<file path="src/rtl/rv_pkg.sv">
// Shared register-file writeback types and sizing constants.
package rv_pkg;

    localparam int unsigned XLEN = 32;
    localparam int unsigned NREG = 32;
    localparam int unsigned AW   = 5;

    typedef logic [AW-1:0] reg_idx_t;

    // One writeback request as presented by a requester.
    typedef struct packed {
        logic            valid;
        reg_idx_t        rd;
        logic [XLEN-1:0] data;
    } wb_req_t;

endpackage

</file>
<file path="src/rtl/wb_rr_arbiter.sv">
// Two-input grant for the single register-file write port.
// Round-robin on contention, or port 1 always first when FIXED_PRIO is set.
module wb_rr_arbiter #(
    parameter bit FIXED_PRIO = 1'b0
) (
    input  logic       clk,
    input  logic       rst,
    input  logic [1:0] req,
    output logic [1:0] gnt_c
);

    logic last_grant;

    // Grant selection; nothing is granted while reset is held.
    always_comb begin
        gnt_c = 2'b00;
        if (!rst) begin
            if (req == 2'b11) begin
                if (FIXED_PRIO || !last_grant) begin
                    gnt_c = 2'b10;
                end else begin
                    gnt_c = 2'b01;
                end
            end else begin
                gnt_c = req;
            end
        end
    end

    // Remember the winner of the most recent grant; reset favours port 0 next.
    always_ff @(posedge clk or posedge rst) begin
        if (rst) begin
            last_grant <= 1'b1;
        end else if (|gnt_c) begin
            last_grant <= gnt_c[1];
        end
    end

endmodule

</file>
<file path="src/rtl/regfile_wb_scheduler.sv">
// Writeback scheduler: arbitrates ALU/load results onto the single register-file
// write port and keeps the busy scoreboard used by issue for hazard stalls.
module regfile_wb_scheduler #(
    parameter int unsigned XLEN       = 32,
    parameter int unsigned NREG       = 32,
    parameter int unsigned AW         = 5,
    parameter bit          FIXED_PRIO = 1'b0
) (
    input  logic            clk,
    input  logic            rst,
    input  logic            issue_valid,
    input  logic [AW-1:0]   issue_rd,
    input  logic [AW-1:0]   chk_rs1,
    input  logic [AW-1:0]   chk_rs2,
    input  logic [AW-1:0]   chk_rd,
    output logic            hazard,
    input  logic            wb0_valid,
    input  logic [AW-1:0]   wb0_rd,
    input  logic [XLEN-1:0] wb0_data,
    output logic            wb0_ready,
    input  logic            wb1_valid,
    input  logic [AW-1:0]   wb1_rd,
    input  logic [XLEN-1:0] wb1_data,
    output logic            wb1_ready,
    output logic            rf_wen,
    output logic [AW-1:0]   rf_rd,
    output logic [XLEN-1:0] rf_rdData
);

    import rv_pkg::*;

    wb_req_t         req0;
    wb_req_t         req1;
    wb_req_t         sel;
    logic [1:0]      gnt;
    logic [NREG-1:0] busy;
    logic [NREG-1:0] busy_next;

    wb_rr_arbiter #(
        .FIXED_PRIO (FIXED_PRIO)
    ) u_arb (
        .clk   (clk),
        .rst   (rst),
        .req   ({wb1_valid, wb0_valid}),
        .gnt_c (gnt)
    );

    assign wb0_ready = gnt[0];
    assign wb1_ready = gnt[1];

    // Pack requester inputs and pick the granted one; valid marks a transfer.
    always_comb begin
        req0.valid = wb0_valid;
        req0.rd    = wb0_rd;
        req0.data  = wb0_data;
        req1.valid = wb1_valid;
        req1.rd    = wb1_rd;
        req1.data  = wb1_data;
        sel        = '0;
        if (gnt[1]) begin
            sel = req1;
        end else if (gnt[0]) begin
            sel = req0;
        end
    end

    // Stall signal for decode: any operand or destination still in flight.
    assign hazard = busy[chk_rs1] | busy[chk_rs2] | busy[chk_rd];

    // Scoreboard update: retiring write clears, issue sets (set wins), x0 never busy.
    always_comb begin
        busy_next = busy;
        if (rf_wen) begin
            busy_next[rf_rd] = 1'b0;
        end
        if (issue_valid) begin
            busy_next[issue_rd] = 1'b1;
        end
        busy_next[0] = 1'b0;
    end

    // Scoreboard state.
    always_ff @(posedge clk or posedge rst) begin
        if (rst) begin
            busy <= '0;
        end else begin
            busy <= busy_next;
        end
    end

    // Registered write port; a transfer to x0 is accepted but never writes.
    always_ff @(posedge clk or posedge rst) begin
        if (rst) begin
            rf_wen    <= 1'b0;
            rf_rd     <= '0;
            rf_rdData <= '0;
        end else begin
            rf_wen <= sel.valid && (sel.rd != '0);
            if (sel.valid) begin
                rf_rd     <= sel.rd;
                rf_rdData <= sel.data;
            end
        end
    end

endmodule

</file>
<file path="config.mk">
export PLATFORM = sky130hd
export DESIGN_NAME = regfile_wb_scheduler
export DESIGN_NICKNAME = d
export VERILOG_FILES = /design/src/rtl/rv_pkg.sv /design/src/rtl/wb_rr_arbiter.sv /design/src/rtl/regfile_wb_scheduler.sv
export SDC_FILE = /design/constraint.sdc
export NUM_CORES = 1
export LEC_CHECK = 0
export CORE_AREA = 2 2 96 98
export CTS_CLUSTER_SIZE = 20
export DETAILED_ROUTE_END_ITERATION = 10
export DIE_AREA = 0 0 98 100
export GPL_TIMING_DRIVEN = 0
export PLACE_DENSITY = 0.9
export SLEW_MARGIN = 20
export SYNTH_ARGS = -nofsm -noshare
export SYNTH_HDL_FRONTEND = slang
export SYNTH_SLANG_ARGS = --single-unit
export TNS_END_PERCENT = 50
</file>
<file path="constraint.sdc">
create_clock -name clk -period 3.1 [get_ports clk]
set_input_delay 0.62 -clock clk [delete_from_list [all_inputs] [get_ports clk]]
set_output_delay 0.62 -clock clk [all_outputs]
set_load 0.05 [all_outputs]
</file>
==> impl_results.md, run 1 <==
- R2R Path End: rf_rdData[2]
- Post-synth EDFFs: 0
- Pwr Density: 655 nW/um^2
- Placed cell areas: 5320 um^2
- Total CTS buffers: 9
- Routed Antenna Nets: 0
- Ys flop type: dfrtp_1
- Worst-margin pin slew: 0.566 ns
- Register area: 1750 um^2
- Final net count: 620
- 1st-pass router iterations: 8
- Area of the multi-input gates: 1950 um^2
- Max-slew violation count: 0
- N_diodes: 0
- DP Wirelength: 8.94 mm
- H-Tree Depth: 3
- Initial antenna violation count: 0
- Critical Path RT: 2.48 ns
- Total track usage: 24.7%
- R2R cell count: 6
- Core area: 8890 um^2
- DR DRC count: 0
- Worst Setup SP: rst
- Seq cells post-synth: 70
- Clock transition at the registers of the reported paths: 0.06 ns
- Die W: 98 um
- Final setup fails: 0
- Min-delay worst type: reg2reg
- Rel. slew slack: 62.1%
- CP Max Fanout: 10
- R2r startpoint: u_arb.last_grant
- Postcts setup bufs: 0
- Final non-filler cell total: 635
- Hold_buf cts: 0
- Fmax achieved: 333 MHz
- Port Buffer Count: 131
- Clock Tree Buf Depth: 2
- Inst Count DP: 621
- MaxCap Viol Count: 0
- Vias per cell: 5.94
- Post-synth ARST share: 100%
- Period utilisation layout: 97.0%
- Fin. Hold Viols: 0
- Syn_nets: 477
- Final Power: 3590 uW
- Worst setup EP type: output port
- Via count: 3771
- Die ar.: 9800 um^2
- Routability cong.: 0.960
- Syn Std Cell Area: 3840 um^2
- Critical path class: in2out
- Crit path time final: 3.01 ns
- Clock skew: 0.00958 ns
- CTS tree: built
- Final core occ: 61.7%
- Placement Rows: 35
- Die Y: 100 um
- Seq/Total Area, Yosys: 45.7%
- Final wirelength: 11.9 mm
- IO Pins: 140
- Area Overhead vs Synth: 42.9%
- Pleak: 0.00212 uW
- CTS root buf: clkbuf_8
- Post-CTS resize count: 17
- Worst setup SP type: input pin
- Clk_lat worst skew: 0.34 ns
- Reg2Reg Setup Slack: 1.12 ns
- Fill count: 701
- RSZ-0062 raised after global routing: false
- Total grt overflow: 0
- Yosys cell types: 39
- Final Cell Area: 5490 um^2
- Vias in the first global route: 3883
- Crit path capture: wb1_ready
- Largest net degree at the start of global routing: 49
- Status: complete, no violations
- # clock sinks: 70
- Gate Count Post-Synth: 378
- Critical path arrival: 2.39 ns
- Share of layout cells above drive strength 1: 11.6%
- Setup TNS Final: 0 ns
- First-pass GRT wire length: 19.2 mm
- Routed WL per cell: 18.7 um
- Initial drt markers: 310
- Peak VDD IR: 0.435 mV
- Initial Util: 43.2%
- Mean Syn Cell Area: 10.2 um^2
- Yosys warnings: 0
-- critical path, stage by stage --
cell,delay (ns)
clkdlybuf4s50_1,0.48
nand2b_1,0.23
a21oi_2,0.33
clkbuf_2,0.31
clkdlybuf4s15_2,0.41
-- kinds of logic (layout without fill, tap and decap cells) --
family,count (synthesis),in the layout,share of synthesized area (%)
AOI/OAI and AO/OA,120,120,18.3
and+or+nand+nor,116,116,15.2
DFF,70,70,45.7
muxes,43,43,17.1
buffers and inverters,29,175,3.72
-- metrics by stage --
stage | setup slack [ns] | hold slack, ns
global route | 0.000524 | 0.499
CTS | 0.142 | 0.479
global placement | -0.706 | 0.459
finish | 0.0933 | 0.476
floorplan | 0.240 | 0.486
detailed placement | -0.727 | 0.464
-- area by class of cell --
| class | count | area share [%] |
|---|---|---|
| Sequential cell | 70 | 31.9 |
| Multi-Input combinational cell | 279 | 35.6 |
| Inverter | 6 | 0.456 |
| Clock buffer | 12 | 2.65 |
| Clock inverter | 2 | 0.182 |
| Tap cell | 111 | 2.53 |
| Timing Repair Buffer | 132 | 24.3 |
| Buffer | 23 | 2.30 |
-- Yosys cell counts (6+ instances only) --
master / count / area (um^2)
dfrtp_1: 69 / 1730
mux2_2: 9 / 101
nand3b_1: 11 / 82.6
mux2i_1: 17 / 170
inv_1: 6 / 22.5
a22oi_1: 25 / 188
buf_2: 6 / 30.0
clkbuf_1: 13 / 48.8
o21ai_0: 79 / 395
nand2_1: 66 / 248
mux4_2: 16 / 360
nor2_1: 7 / 26.3
-- flip-flops by register name (all words and copies together) (netlist names) --
signal,flops
u_arb.last_grant,1
rf_wen,1
rf_rdData,32
rf_rd,5
busy,31
-- layout by cell type, fill, tap and decap left out, drive strengths merged, types with 2 or more instances in the layout --
cell type,synthesis,final
o22ai,2,2
clkbuf,13,25
mux4,17,17
clkdlybuf4s50,0,127
nand2,66,66
a221oi,2,2
mux2i,17,17
nand3,5,5
nand3b,11,11
nor3b,2,2
a21oi,3,3
nand2b,3,3
buf,10,12
or3,2,2
o211ai,2,2
or3b,6,6
inv,6,6
clkdlybuf4s15,0,2
nand4,3,3
clkinv,0,2
a311oi,2,2
nor2b,2,2
dfrtp,69,69
nor2,7,7
a2111oi,2,2
mux2,9,9
nor4b,2,2
nand4b,2,2
o21ai,79,79
or4,2,2
a22oi,25,25
-- metal layers --
| metal | track usage (%) | vias up | wire [um] |
|---|---|---|---|
| li1 | - | 1698 | - |
| met1 | 29.6 | 1813 | 4350 |
| met2 | 41.0 | 229 | 5880 |
| met3 | 8.64 | 31 | 1460 |
| met4 | 9.51 | 0 | 225 |
| met5 | 0 | - | 0 |
-- worst min-delay path by stage --
stage	startpoint	end	slack, ns	cells past startpoint
2_1_floorplan	u_arb.last_grant	u_arb.last_grant	0.49	2
3_5_place_dp	rf_rdData[13]	rf_rdData[13]	0.46	2
4_1_cts	rf_rdData[13]	rf_rdData[13]	0.48	2
6_report	rf_rdData[11]	rf_rdData[11]	0.48	2
5_1_grt	rf_rdData[11]	rf_rdData[11]	0.50	2
3_3_place_gp	rf_rdData[7]	rf_rdData[7]	0.46	2
-- report_power, final --
part / total [uW] / leakage (uW) / switching (uW) / internal, uW
Sequential: 1470 / 0.000795 / 271 / 1200
Combinational: 1500 / 0.00125 / 829 / 671
Clock: 621 / 0.0000821 / 319 / 301
Power figures use the tool's default switching activity.
==> run 2: changes to the inputs <==
--- a/config.mk
+++ b/config.mk
@@ -13,2 +13,3 @@
 export PLACE_DENSITY = 0.9
+export RECOVER_POWER = 50
 export SLEW_MARGIN = 20
==> constraint.sdc (replaced) <==
create_clock -name clk -period 3.1 [get_ports clk]
set_input_delay 0.93 -clock clk [delete_from_list [all_inputs] [get_ports clk]]
set_output_delay 0.93 -clock clk [all_outputs]
set_load 0.05 [all_outputs]
==> impl_results.md, run 2 (synthesis gave the netlist of run 1 again) <==
- Status: complete, but fails checks
- Failing checks: setup timing
- H-Tree Depth: 3
- Fill count: 664
- Critical path arrival: 2.35 ns
- Period utilisation layout: 106%
- Placed cell areas: 5330 um^2
- Largest register FFs: 32
- Final wirelength: 12.5 mm
- Routed WL per cell: 19.5 um
- First-pass GRT wire length: 20.2 mm
- Hold_buf cts: 0
- Worst setup SP type: input pin
- Clock Tree Buf Depth: 2
- N_diodes: 0
- Routed Antenna Nets: 0
- Total CTS buffers: 9
- Most common cell after layout, fill and taps aside: clkdlybuf4s50_1
- CP Max Fanout: 7
- Via count: 3834
- Total track usage: 26.1%
- Hold Crit Start: rf_rdData[2]
- DP Wirelength: 9.34 mm
- Port Buffer Count: 131
- # clock sinks: 70
- Crit path time final: 3.28 ns
- Initial drt markers: 277
- Clock skew: 0.00873 ns
- Die W: 98 um
- Initial antenna violation count: 0
- Placement Rows: 35
- Pwr Density: 651 nW/um^2
- MaxCap Viol Count: 0
- Clk_lat worst skew: 0.35 ns
- Final core occ: 63.4%
- CP top delay family: buffers and inverters
- Commonest non-fill, non-tap cells in the layout: 118 x clkdlybuf4s50_1, 79 x o21ai_0, 69 x dfrtp_1
- Area Overhead vs Synth: 46.8%
- Slowest-stage cell, CP: clkdlybuf4s15_1
- Final net count: 628
- Worst-margin pin slew: 1.29 ns
- R2r startpoint: u_arb.last_grant
- Setup ws final: -0.176 ns
- Inst Count DP: 621
- RSZ-0062 raised after global routing: true
- Rel. slew slack: 14.2%
- DR DRC count: 0
- CTS tree: built
- Worst setup EP type: output port
- IO Pins: 140
- Clock transition at the registers of the reported paths: 0.08 ns
- Vias per cell: 5.96
- Vias in the first global route: 4124
- Core area: 8890 um^2
- Final setup fails: 3
- Routability cong.: 0.926
- Worst Setup SP: chk_rs2[3]
- Fin. Hold Viols: 0
- 1st-pass router iterations: 5
- Total grt overflow: 0
- Max-slew violation count: 0
- Initial Util: 43.2%
- Largest register by flop count: rf_rdData
- CTS root buf: clkbuf_8
- Final non-filler cell total: 643
- Pleak: 0.00220 uW
- Largest regs: rf_rdData: 32 flops, busy: 31 flops, rf_rd: 5 flops
- CP cell instances: clkdlybuf4s15_1, nand2_1, o22a_1, o2111ai_1, and3_1, nand4_1, buf_6
- CP max stage delay: 0.39 ns
- WP buf/inv: 2
- Critical Path RT: 2.17 ns
- Fmax achieved: 305 MHz
- Share of layout cells above drive strength 1: 14.5%
- Final Cell Area: 5640 um^2
- Min-delay worst type: reg2reg
- Hold_ws: 0.477 ns
- Die Y: 100 um
- Critical path class: in2out
- Die ar.: 9800 um^2
- Peak VDD IR: 0.424 mV
- Largest net degree at the start of global routing: 55
-- run 2: cell types whose count changed in the layout (fill, tap and decap cells not counted), moves of 3 or more --
cell,change
dlygate4sd2_1,+4
clkbuf_1,-3
dlygate4sd3_1,+3
clkdlybuf4s50_1,-9
buf_4,+9
buf_12,+3
-- run 2: power by group --
group	leakage (uW)	switching (uW)	total, uW	internal, uW
Clock	0.0000800	332	632	300
Combinational	0.00133	854	1550	699
Sequential	0.000795	285	1480	1200
-- run 2: final timing paths --
check                                     end  slack (ns)  cells past startpoint
worst max-delay path                   hazard       -0.18                      7
worst min-delay path             rf_rdData[2]        0.48                      2
worst max register to register   rf_rdData[1]        1.22                      6
worst min register to register   rf_rdData[2]        0.48                      2
max in group asynchronous            busy[10]        0.55                      3
min in group asynchronous       rf_rdData[28]        0.89                      2
-- run 2: area by class of cell --
type / count / area (um^2) / area share (%)
inverter: 6 / 23.8 / 0.422
buffer: 23 / 186 / 3.31
timing repair buffer: 140 / 1370 / 24.3
sequential: 70 / 1750 / 31.1
clock buffer: 10 / 138 / 2.44
clock inverter: 4 / 25.0 / 0.444
multi-input combinational: 279 / 2000 / 35.5
tap: 111 / 139 / 2.46
-- run 2: per-layer routing --
layer | GRT usage (%) | vias to the layer above | wire length [um] | share of wire [%]
met5 | 0 | - | 0 | 0
met4 | 13.7 | 0 | 359 | 2.9
met3 | 9.05 | 37 | 1460 | 12
met2 | 45.2 | 242 | 6410 | 51
met1 | 28.2 | 1845 | 4300 | 34
li1 | - | 1710 | - | -
-- run 2: what timing repair did --
item,in CTS,in global routing
setup endpoints to repair,3,1
pin swaps,9,1
cloned,1,0
setup buffers,7,0
gates resized for setup,58,2
-- run 2: per-stage QoR --
| stage | total power [uW] | setup TNS, ns | worst slack, ns |
|---|---|---|---|
| floorplan | 2370 | -0.345 | -0.345 |
| global placement | 2890 | -52.21 | -1.29 |
| detailed placement | 2980 | -3.56 | -1.32 |
| CTS | 3660 | -0.145 | -0.145 |
| global route | 3860 | -0.449 | -0.274 |
| finish | 3670 | -0.245 | -0.176 |
-- run 2: worst register-to-register path, delay by kind of cell (launching register included) --
kind,cells,cell delay (ns)
buffers and inverters,2,0.61
flip-flops,1,0.58
AND/OR/NAND/NOR,3,0.56
AO/OA/AOI/OAI,1,0.08
